==> src/rtl/bert_pattern_gen.sv <==
// BERT transmit pattern source: PRBS7/15/31 or fixed word, with optional periodic lane-flip injection.
// Injection is built only when BERT_PATGEN_INJ_EN is defined; otherwise out_data mirrors out_correct.
module bert_pattern_gen #(
    parameter int unsigned OutWidth   = 4,
    parameter int unsigned CountWidth = 41,
    parameter int unsigned InjWidth   = 16
) (
    input  logic                  clk,
    input  logic                  reset,
    input  logic                  enable,
    input  logic [1:0]            poly_sel,
    input  logic                  seed_load,
    input  logic [30:0]           seed,
    input  logic [OutWidth-1:0]   pattern,
    input  logic                  inj_enable,
    input  logic [InjWidth-1:0]   inj_interval,
    input  logic [OutWidth-1:0]   inj_mask,
    input  logic                  count_clear,
    output logic [OutWidth-1:0]   out_data,
    output logic [OutWidth-1:0]   out_correct,
    output logic                  out_valid,
    output logic [CountWidth-1:0] inj_count
);

    localparam int unsigned SeedWidth = 31;
    localparam logic [1:0] IDLE = 2'd0;
    localparam logic [1:0] LOAD = 2'd1;
    localparam logic [1:0] RUN  = 2'd2;

    logic [1:0]           state;
    logic [1:0]           state_nxt;
    logic [SeedWidth-1:0] lfsr;
    logic [SeedWidth-1:0] lfsr_mask;
    logic [SeedWidth-1:0] load_val;
    logic [SeedWidth-1:0] lfsr_src;
    logic [SeedWidth-1:0] lfsr_step;
    logic [OutWidth-1:0]  prbs_word;
    logic [OutWidth-1:0]  word_nxt;
    logic                 word_en;
    logic                 prbs_mode;
    logic                 inj_fire;
    logic                 bit_b;

    always_ff @(posedge clk or posedge reset) begin
        if (reset) begin
            state <= IDLE;
        end else begin
            state <= state_nxt;
        end
    end

    always_comb begin
        state_nxt = state;
        case (state)
            IDLE: begin
                if (seed_load)   state_nxt = LOAD;
                else if (enable) state_nxt = RUN;
            end
            LOAD:    state_nxt = enable ? RUN : IDLE;
            RUN: begin
                if (seed_load)    state_nxt = LOAD;
                else if (!enable) state_nxt = IDLE;
            end
            default: state_nxt = IDLE;
        endcase
    end

    // A word is produced on every edge that lands in RUN, so out_valid tracks the RUN state.
    assign word_en   = (state_nxt == RUN);
    assign prbs_mode = (poly_sel != 2'b11);

    // Seed masking and lock-up recovery: a zero state is replaced by all-ones before stepping.
    always_comb begin
        case (poly_sel)
            2'b00:   lfsr_mask = 31'h0000_007F;
            2'b01:   lfsr_mask = 31'h0000_7FFF;
            2'b10:   lfsr_mask = 31'h7FFF_FFFF;
            default: lfsr_mask = '0;
        endcase
        load_val = ((seed & lfsr_mask) == '0) ? lfsr_mask : (seed & lfsr_mask);
        lfsr_src = (state == LOAD) ? load_val : lfsr;
        if ((lfsr_src & lfsr_mask) == '0) begin
            lfsr_src = lfsr_mask;
        end
    end

    // OutWidth serial steps per clock; lane 0 holds the earliest bit.
    always_comb begin
        lfsr_step = lfsr_src;
        prbs_word = '0;
        bit_b     = 1'b0;
        for (int k = 0; k < int'(OutWidth); k++) begin
            case (poly_sel)
                2'b00: begin
                    bit_b     = lfsr_step[6] ^ lfsr_step[5];
                    lfsr_step = {24'b0, lfsr_step[5:0], bit_b};
                end
                2'b01: begin
                    bit_b     = lfsr_step[14] ^ lfsr_step[13];
                    lfsr_step = {16'b0, lfsr_step[13:0], bit_b};
                end
                2'b10: begin
                    bit_b     = lfsr_step[30] ^ lfsr_step[27];
                    lfsr_step = {lfsr_step[29:0], bit_b};
                end
                default: bit_b = 1'b0;
            endcase
            prbs_word[k] = bit_b;
        end
    end

    assign word_nxt = prbs_mode ? prbs_word : pattern;

    always_ff @(posedge clk or posedge reset) begin
        if (reset) begin
            lfsr <= '1;
        end else if (state == LOAD) begin
            lfsr <= (word_en && prbs_mode) ? lfsr_step : load_val;
        end else if (word_en && prbs_mode) begin
            lfsr <= lfsr_step;
        end
    end

    always_ff @(posedge clk or posedge reset) begin
        if (reset) begin
            out_valid   <= 1'b0;
            out_correct <= '0;
            out_data    <= '0;
        end else begin
            out_valid <= word_en;
            if (word_en) begin
                out_correct <= word_nxt;
                out_data    <= inj_fire ? (word_nxt ^ inj_mask) : word_nxt;
            end
        end
    end

`ifdef BERT_PATGEN_INJ_EN
    localparam int unsigned SumWidth = CountWidth + 1;

    logic [InjWidth-1:0] inj_cnt;
    logic [InjWidth-1:0] interval_q;
    logic                inj_clr;
    logic [SumWidth-1:0] inj_pop;
    logic [SumWidth-1:0] inj_sum;

    assign inj_clr  = seed_load || !inj_enable || (inj_interval != interval_q);
    assign inj_fire = word_en && !inj_clr && (inj_interval != '0)
                   && (inj_cnt == inj_interval - InjWidth'(1));

    always_comb begin
        inj_pop = '0;
        for (int k = 0; k < int'(OutWidth); k++) begin
            inj_pop = inj_pop + SumWidth'(inj_mask[k]);
        end
        inj_sum = {1'b0, inj_count} + inj_pop;
    end

    // Interval counter and saturating injected-bit total.
    always_ff @(posedge clk or posedge reset) begin
        if (reset) begin
            inj_cnt    <= '0;
            interval_q <= '0;
            inj_count  <= '0;
        end else begin
            interval_q <= inj_interval;
            if (inj_clr) begin
                inj_cnt <= '0;
            end else if (word_en) begin
                inj_cnt <= inj_fire ? '0 : inj_cnt + InjWidth'(1);
            end
            if (count_clear) begin
                inj_count <= '0;
            end else if (inj_fire) begin
                inj_count <= inj_sum[CountWidth] ? '1 : inj_sum[CountWidth-1:0];
            end
        end
    end
`else
    logic unused_inj;

    assign inj_fire   = 1'b0;
    assign inj_count  = '0;
    assign unused_inj = ^{inj_enable, inj_interval, inj_mask, count_clear};
`endif

endmodule

==> config.mk <==
export PLATFORM = sky130hd
export DESIGN_NAME = bert_pattern_gen
export DESIGN_NICKNAME = d
export VERILOG_FILES = /design/src/rtl/bert_pattern_gen.sv
export SDC_FILE = /design/constraint.sdc
export NUM_CORES = 1
export LEC_CHECK = 0
export CORE_UTILIZATION = 47
export DETAILED_ROUTE_END_ITERATION = 10
export PLACE_DENSITY = 0.82
export SETUP_SLACK_MARGIN = 0.4
export SLEW_MARGIN = 10
export SYNTH_ARGS = -nofsm -noshare
export SYNTH_HDL_FRONTEND = slang
export SYNTH_SLANG_ARGS = --single-unit
==> constraint.sdc <==
create_clock -name clk -period 4.05 [get_ports clk]
set_input_delay 0.81 -clock clk [delete_from_list [all_inputs] [get_ports clk]]
set_output_delay 0.81 -clock clk [all_outputs]
set_load 0.05 [all_outputs]
### Yosys cells after proc, flatten, opt, wreduce, memory -nomap -nowiden

Cells that the tools add are included.

* bitwise operators: 14
* eq/ne operators: 6
* muxes and demuxes: 22
* reduce and logical (&&, ||, !) cells: 6

Operators by type and width (count)
* 31-bit one-hot mux with 3 select lines: 5
* 31-bit 2-to-1 mux: 6
* 31-bit bitwise AND: 2
* 31-bit logical NOT: 2
* 1-bit one-hot mux with 3 select lines: 4
* 1-bit bitwise XOR: 12
* 2-bit 2-to-1 mux: 5
* 2-bit equality test, second input constant: 3
* 2-bit one-hot mux with 3 select lines: 1
* 2-bit by 1-bit equality test with 1-bit output, second input constant: 2
* 2-bit logical NOT: 2
* 4-bit 2-to-1 mux: 1
* 2-bit inequality test, second input constant: 1
* 2-bit nonzero test: 1
* 1-bit logical AND: 1

* output and inout bits: 50
* logic and storage cells: 52
* register bits: 38

### Logic depth before layout (Yosys ltp)

* depth after elaboration: 19
* mapped depth: 14
* mapped depth without buffers: 11

### Least setup slack after synthesis

OpenSTA, ideal clock, no wires.

* kind: in2reg
* from: input port poly_sel[0]
* to: register out_correct[2]
* required time: 3.926 ns
* stages: 14
* data arrival time: 3.374 ns
* path slack: 0.552 ns
* path through: inv_1 ha_1 buf_2 buf_2 and4b_1 a21oi_1 nand4_1 nor4_1 a31oi_2 or3_1 buf_6 nand2_4 a31oi_1 a211o_1

* cells in the longest elaborated chain, start to end: 14
* elaborated cells on any way between the ends: 19

RTL lines
* from (decl): line 11 `input logic [1:0] poly_sel,`
* 2-bit equality test (tied with other cells): line 74, 93
* 31-bit one-hot mux with 3 select lines: line 74 `case (poly_sel)`
* 31-bit bitwise AND: line 80 `load_val = ((seed & lfsr_mask) == '0) ? lfsr_mask : (seed & lfsr_mask);`
* 31-bit logical NOT: line 80
* 31-bit 2-to-1 mux: line 80
* 31-bit 2-to-1 mux: line 81 `lfsr_src = (state == LOAD) ? load_val : lfsr;`
* 31-bit bitwise AND: line 82 `if ((lfsr_src & lfsr_mask) == '0) begin`
* 31-bit logical NOT: line 82
* 31-bit 2-to-1 mux: line 82
* 31-bit one-hot mux with 3 select lines (2 in a row): line 93 `case (poly_sel)`
* 1-bit bitwise XOR, on equally long branches: line 103, 95, 99
* 1-bit one-hot mux with 3 select lines: line 93
* 4-bit 2-to-1 mux (*): line 112 `assign word_nxt = prbs_mode ? prbs_word : pattern;`
* to (signal assigned): line 132 `out_correct <= word_nxt;`
* to (decl): line 20 `output logic [OutWidth-1:0] out_correct,`

Every way passes the cells marked *; elsewhere a longest branch is shown, timed or not.
A chain may end at the register's enable or synchronous reset.

### Final worst setup path

* from: input port seed[9]
* to: register lfsr[19]

* cells in the longest elaborated chain, start to end: 13
* elaborated cells on any way between the ends: 14

RTL lines
* from (decl): line 13 `input logic [30:0] seed,`
* 31-bit bitwise AND (*): line 80
* 31-bit logical NOT: line 80
* 31-bit 2-to-1 mux (*): line 80
* 31-bit 2-to-1 mux: line 81
* 31-bit bitwise AND: line 82
* 31-bit logical NOT: line 82
* 31-bit 2-to-1 mux: line 82
* 31-bit one-hot mux with 3 select lines (4 in a row): line 93
* 31-bit 2-to-1 mux, on equally long branches: line 119, 118
* 31-bit 2-to-1 mux (*): line 117 `end else if (state == LOAD) begin`
* to (signal assigned): line 118 `lfsr <= (word_en && prbs_mode) ? lfsr_step : load_val;`
* to (signal assigned): line 120 `lfsr <= lfsr_step;`
* to (decl): line 32 `logic [SeedWidth-1:0] lfsr;`

Every way passes the cells marked *; elsewhere a longest branch is shown, timed or not. The select of a mux whose other input is x is not followed.

==> metrics.txt <==
CP Class=primary input to flop; Seq/Total Area, Yosys=29.4%; RSZ-0062 raised after global routing=false; layout cells sized above 1=27.6%; crit path max fanout=5; main flop type after synthesis=dfstp_2; DIE AREA=around 7500 sq um; area grow syn2layout=32.4%; final setup violation count=0; Yosys warnings=0; initial antenna violation count=0; Maximum Capacitance Violations=0; n_diodes=0; #FFs+latches synth=38; effective utilization at floorplan=49.0%; TritonCTS Sinks=38; Num CTS Buffers=5; Total Power=roughly 1.8 mW; status=finished, final reports clean; Detailed Route WL=roughly 11 mm; DR iter-0 viols=465; RD Place Congestion=0.939; Rel. slew slack=48.4%; Syn Inst Count=431; clock latency on the worst-skew pair=approximately 0.30 ns; IO Pins=113; CP bufs+invs=4; Post-synth ARST share=100%; cell area after synthesis=about 3400 sq um; drt wl/cell=~18 microns; critical path capture point type=flop; CP Launch Type=primary input; CTS root buffer=clkbuf_8; Vias/cell=between 6 and 7; Final Max Tran Viols=0; Min Hold Slack=0.527 ns; peak supply drop=312 uV; delay-heaviest family, CP=compound AO/OA/AOI/OAI gates; # fillers=591; Critical-path top delay cell=or4_4; Total Routing Usage GR=between 20% and 30%; largest net degree at the start of global routing=39; H-tree levels=2; Static Leak=1.88 nW; Critical Path AT=between 3 and 4 ns; drt first pass iters=6; placed inst area=4060 sq um; CTS tree=built; clk slew on worst S/H paths=0.08 ns; Final ANT Viol Nets=0; area of the multi-input gates=2190 sq um; number of global-route vias before repair=3334; Overflow after GRT=0; hold buffers post-CTS=0; Period minus WS final=3.67 ns; row cnt=30; nets=585; pwr dens=409 nW/um^2; fraction of the cycle the final worst path needs=approximately nine tenths; total core area=between 6000 and 7000 sq um; fin worst setup slack=0.383 ns; final hold vios=0; worst-path cell chain=clkdlybuf4s50_1, or4_4, o31ai_4, nand4_1, buf_6, a31oi_2, a21o_2, buf_4, nor3_2, buf_4, nor2_1, o21ai_0, a22oi_1; dpl ws=-0.129 ns; Distinct cells, synth=65; vias after detailed routing=3713; first-pass GRT wire length=roughly 17 mm; total area of sequential cells=990 sq um; syn avg cell area=between 7 and 8 sq um; Die H=86.7 microns; I/O Buffers=49; Worst Max-Slew Pin Slew=0.772 ns; DR DRC count=0; Setup Skew=0.00889 ns; CP Data Required Time=4.26 ns; Post-DP HPWL=7.70 mm; number of synthesized flops with an enable pin=0; design area=4460 sq um; Die X=86.7 microns; Bufs on Longest Clock Path=2; fmax=0.273 GHz; CP max stage delay=about 0.55 ns; Most Frequent Cell on Critical Path=buf_4; min-delay worst type=flop to flop
==> state kept, by name, indices dropped and copies added (netlist names) <==
| register | flops |
|---|---|
| lfsr | 31 |
| out_correct | 4 |
| state | 2 |
| out_valid | 1 |
==> power breakdown <==
| part | internal, mW | switching (mW) |
|---|---|---|
| combinational | 0.332 | 0.538 |
| clock | 0.263 | 0.149 |
| sequential | 0.498 | 0.0440 |
==> path summary, 6_finish.rpt <==
path                                 from        endpoint  slack, ns  cells past startpoint
min                        out_correct[2]  out_correct[2]       0.53                      1
min in group asynchronous           reset        state[0]       0.93                      3
max in group asynchronous           reset        lfsr[13]       2.75                      3
max                               seed[9]        lfsr[19]       0.38                     13
min reg2reg                out_correct[2]  out_correct[2]       0.53                      1
max reg2reg                      state[1]        lfsr[13]       0.43                     11
==> cells in the final DEF, fill, tap and decap left out, drive strengths merged, types with 4 or more instances in the layout <==
| cell | count |
|---|---|
| nor2 | 34 |
| and4b | 6 |
| buf | 60 |
| nor4 | 7 |
| o21ai | 44 |
| nand4 | 8 |
| nand3 | 7 |
| dfrtp | 7 |
| nor3 | 8 |
| o22ai | 4 |
| inv | 12 |
| ha | 5 |
| mux2i | 5 |
| and3 | 4 |
| xor2 | 7 |
| conb | 41 |
| nand2 | 49 |
| a41oi | 4 |
| a21oi | 36 |
| o31ai | 6 |
| o21a | 5 |
| or3 | 7 |
| a22oi | 4 |
| clkbuf | 8 |
| a31oi | 9 |
| clkdlybuf4s50 | 47 |
| dfstp | 31 |
==> routing by layer <==
layer  share of wire (%)  global-route usage [%]  vias up
li1                    -                       -     1648
met1                  38                    36.8     1767
met2                  48                    49.2      248
met3                 9.4                    4.57       50
met4                 4.3                    9.70        0
met5                   0                       0        -
==> synth_stat cells (5+ instances only) <==
cell | n | share of area, %
nand2_1 | 48 | 5.3
buf_2 | 5 | 0.74
o21a_1 | 5 | 1.1
nor2_1 | 34 | 3.8
dfrtp_1 | 7 | 5.2
buf_4 | 47 | 10
ha_1 | 5 | 1.9
a21oi_1 | 35 | 5.2
mux2i_1 | 5 | 1.5
or3_1 | 7 | 1.3
inv_1 | 12 | 1.3
and4b_1 | 6 | 1.8
nor4_1 | 7 | 1.3
clkbuf_1 | 16 | 1.8
a31oi_1 | 8 | 1.5
nor3_1 | 7 | 1.0
o21ai_0 | 36 | 5.3
o31ai_1 | 5 | 1.1
xor2_1 | 7 | 1.8
o21ai_1 | 8 | 1.2
nand3_1 | 7 | 1.0
dfstp_2 | 31 | 24
nand4_1 | 8 | 1.5
==> stage by stage <==
stage          setup TNS, ns  cells  utilization, %
2_1_floorplan              0    471               -
3_3_place_gp         -0.0334    597            59.1
3_5_place_dp          -0.806    597            59.1
4_1_cts                    0    606            61.5
5_1_grt                    0    614            64.9
6_report                   0    614            64.9
==> logic make-up after synthesis <==
family / Yosys count / synth area share, %
mux: 6 / 1.82
other cells: 1 / 0.111
xor+xnor: 9 / 2.34
compound gates: 140 / 26.7
flops: 38 / 29.4
fa+ha+maj: 5 / 1.86
simple gates: 147 / 22.5
buf+inv: 85 / 15.3
==> cell type report <==
class	instances	share of cell area, %
multi-input cells	348	49.1
flip-flops and latches	38	22.2
repair buffers	111	21.7
well taps	96	2.69
clock buffers	6	1.85
clock inverters	2	1.35
inverters	13	1.09
==> timing repair <==
action,in CTS,in global routing
setup buffers,1,8
endpoints found under the setup margin,24,33
gates resized for setup,3,36
pin swaps,1,15
==> worst register-to-register path: cells and delay by family (launching register included) <==
| family | cells | cell delay, ns |
|---|---|---|
| simple gates | 4 | 1.46 |
| compound gates | 5 | 1.05 |
| flops | 1 | 0.47 |
| buf+inv | 2 | 0.58 |
Power figures use the tool's default switching activity.
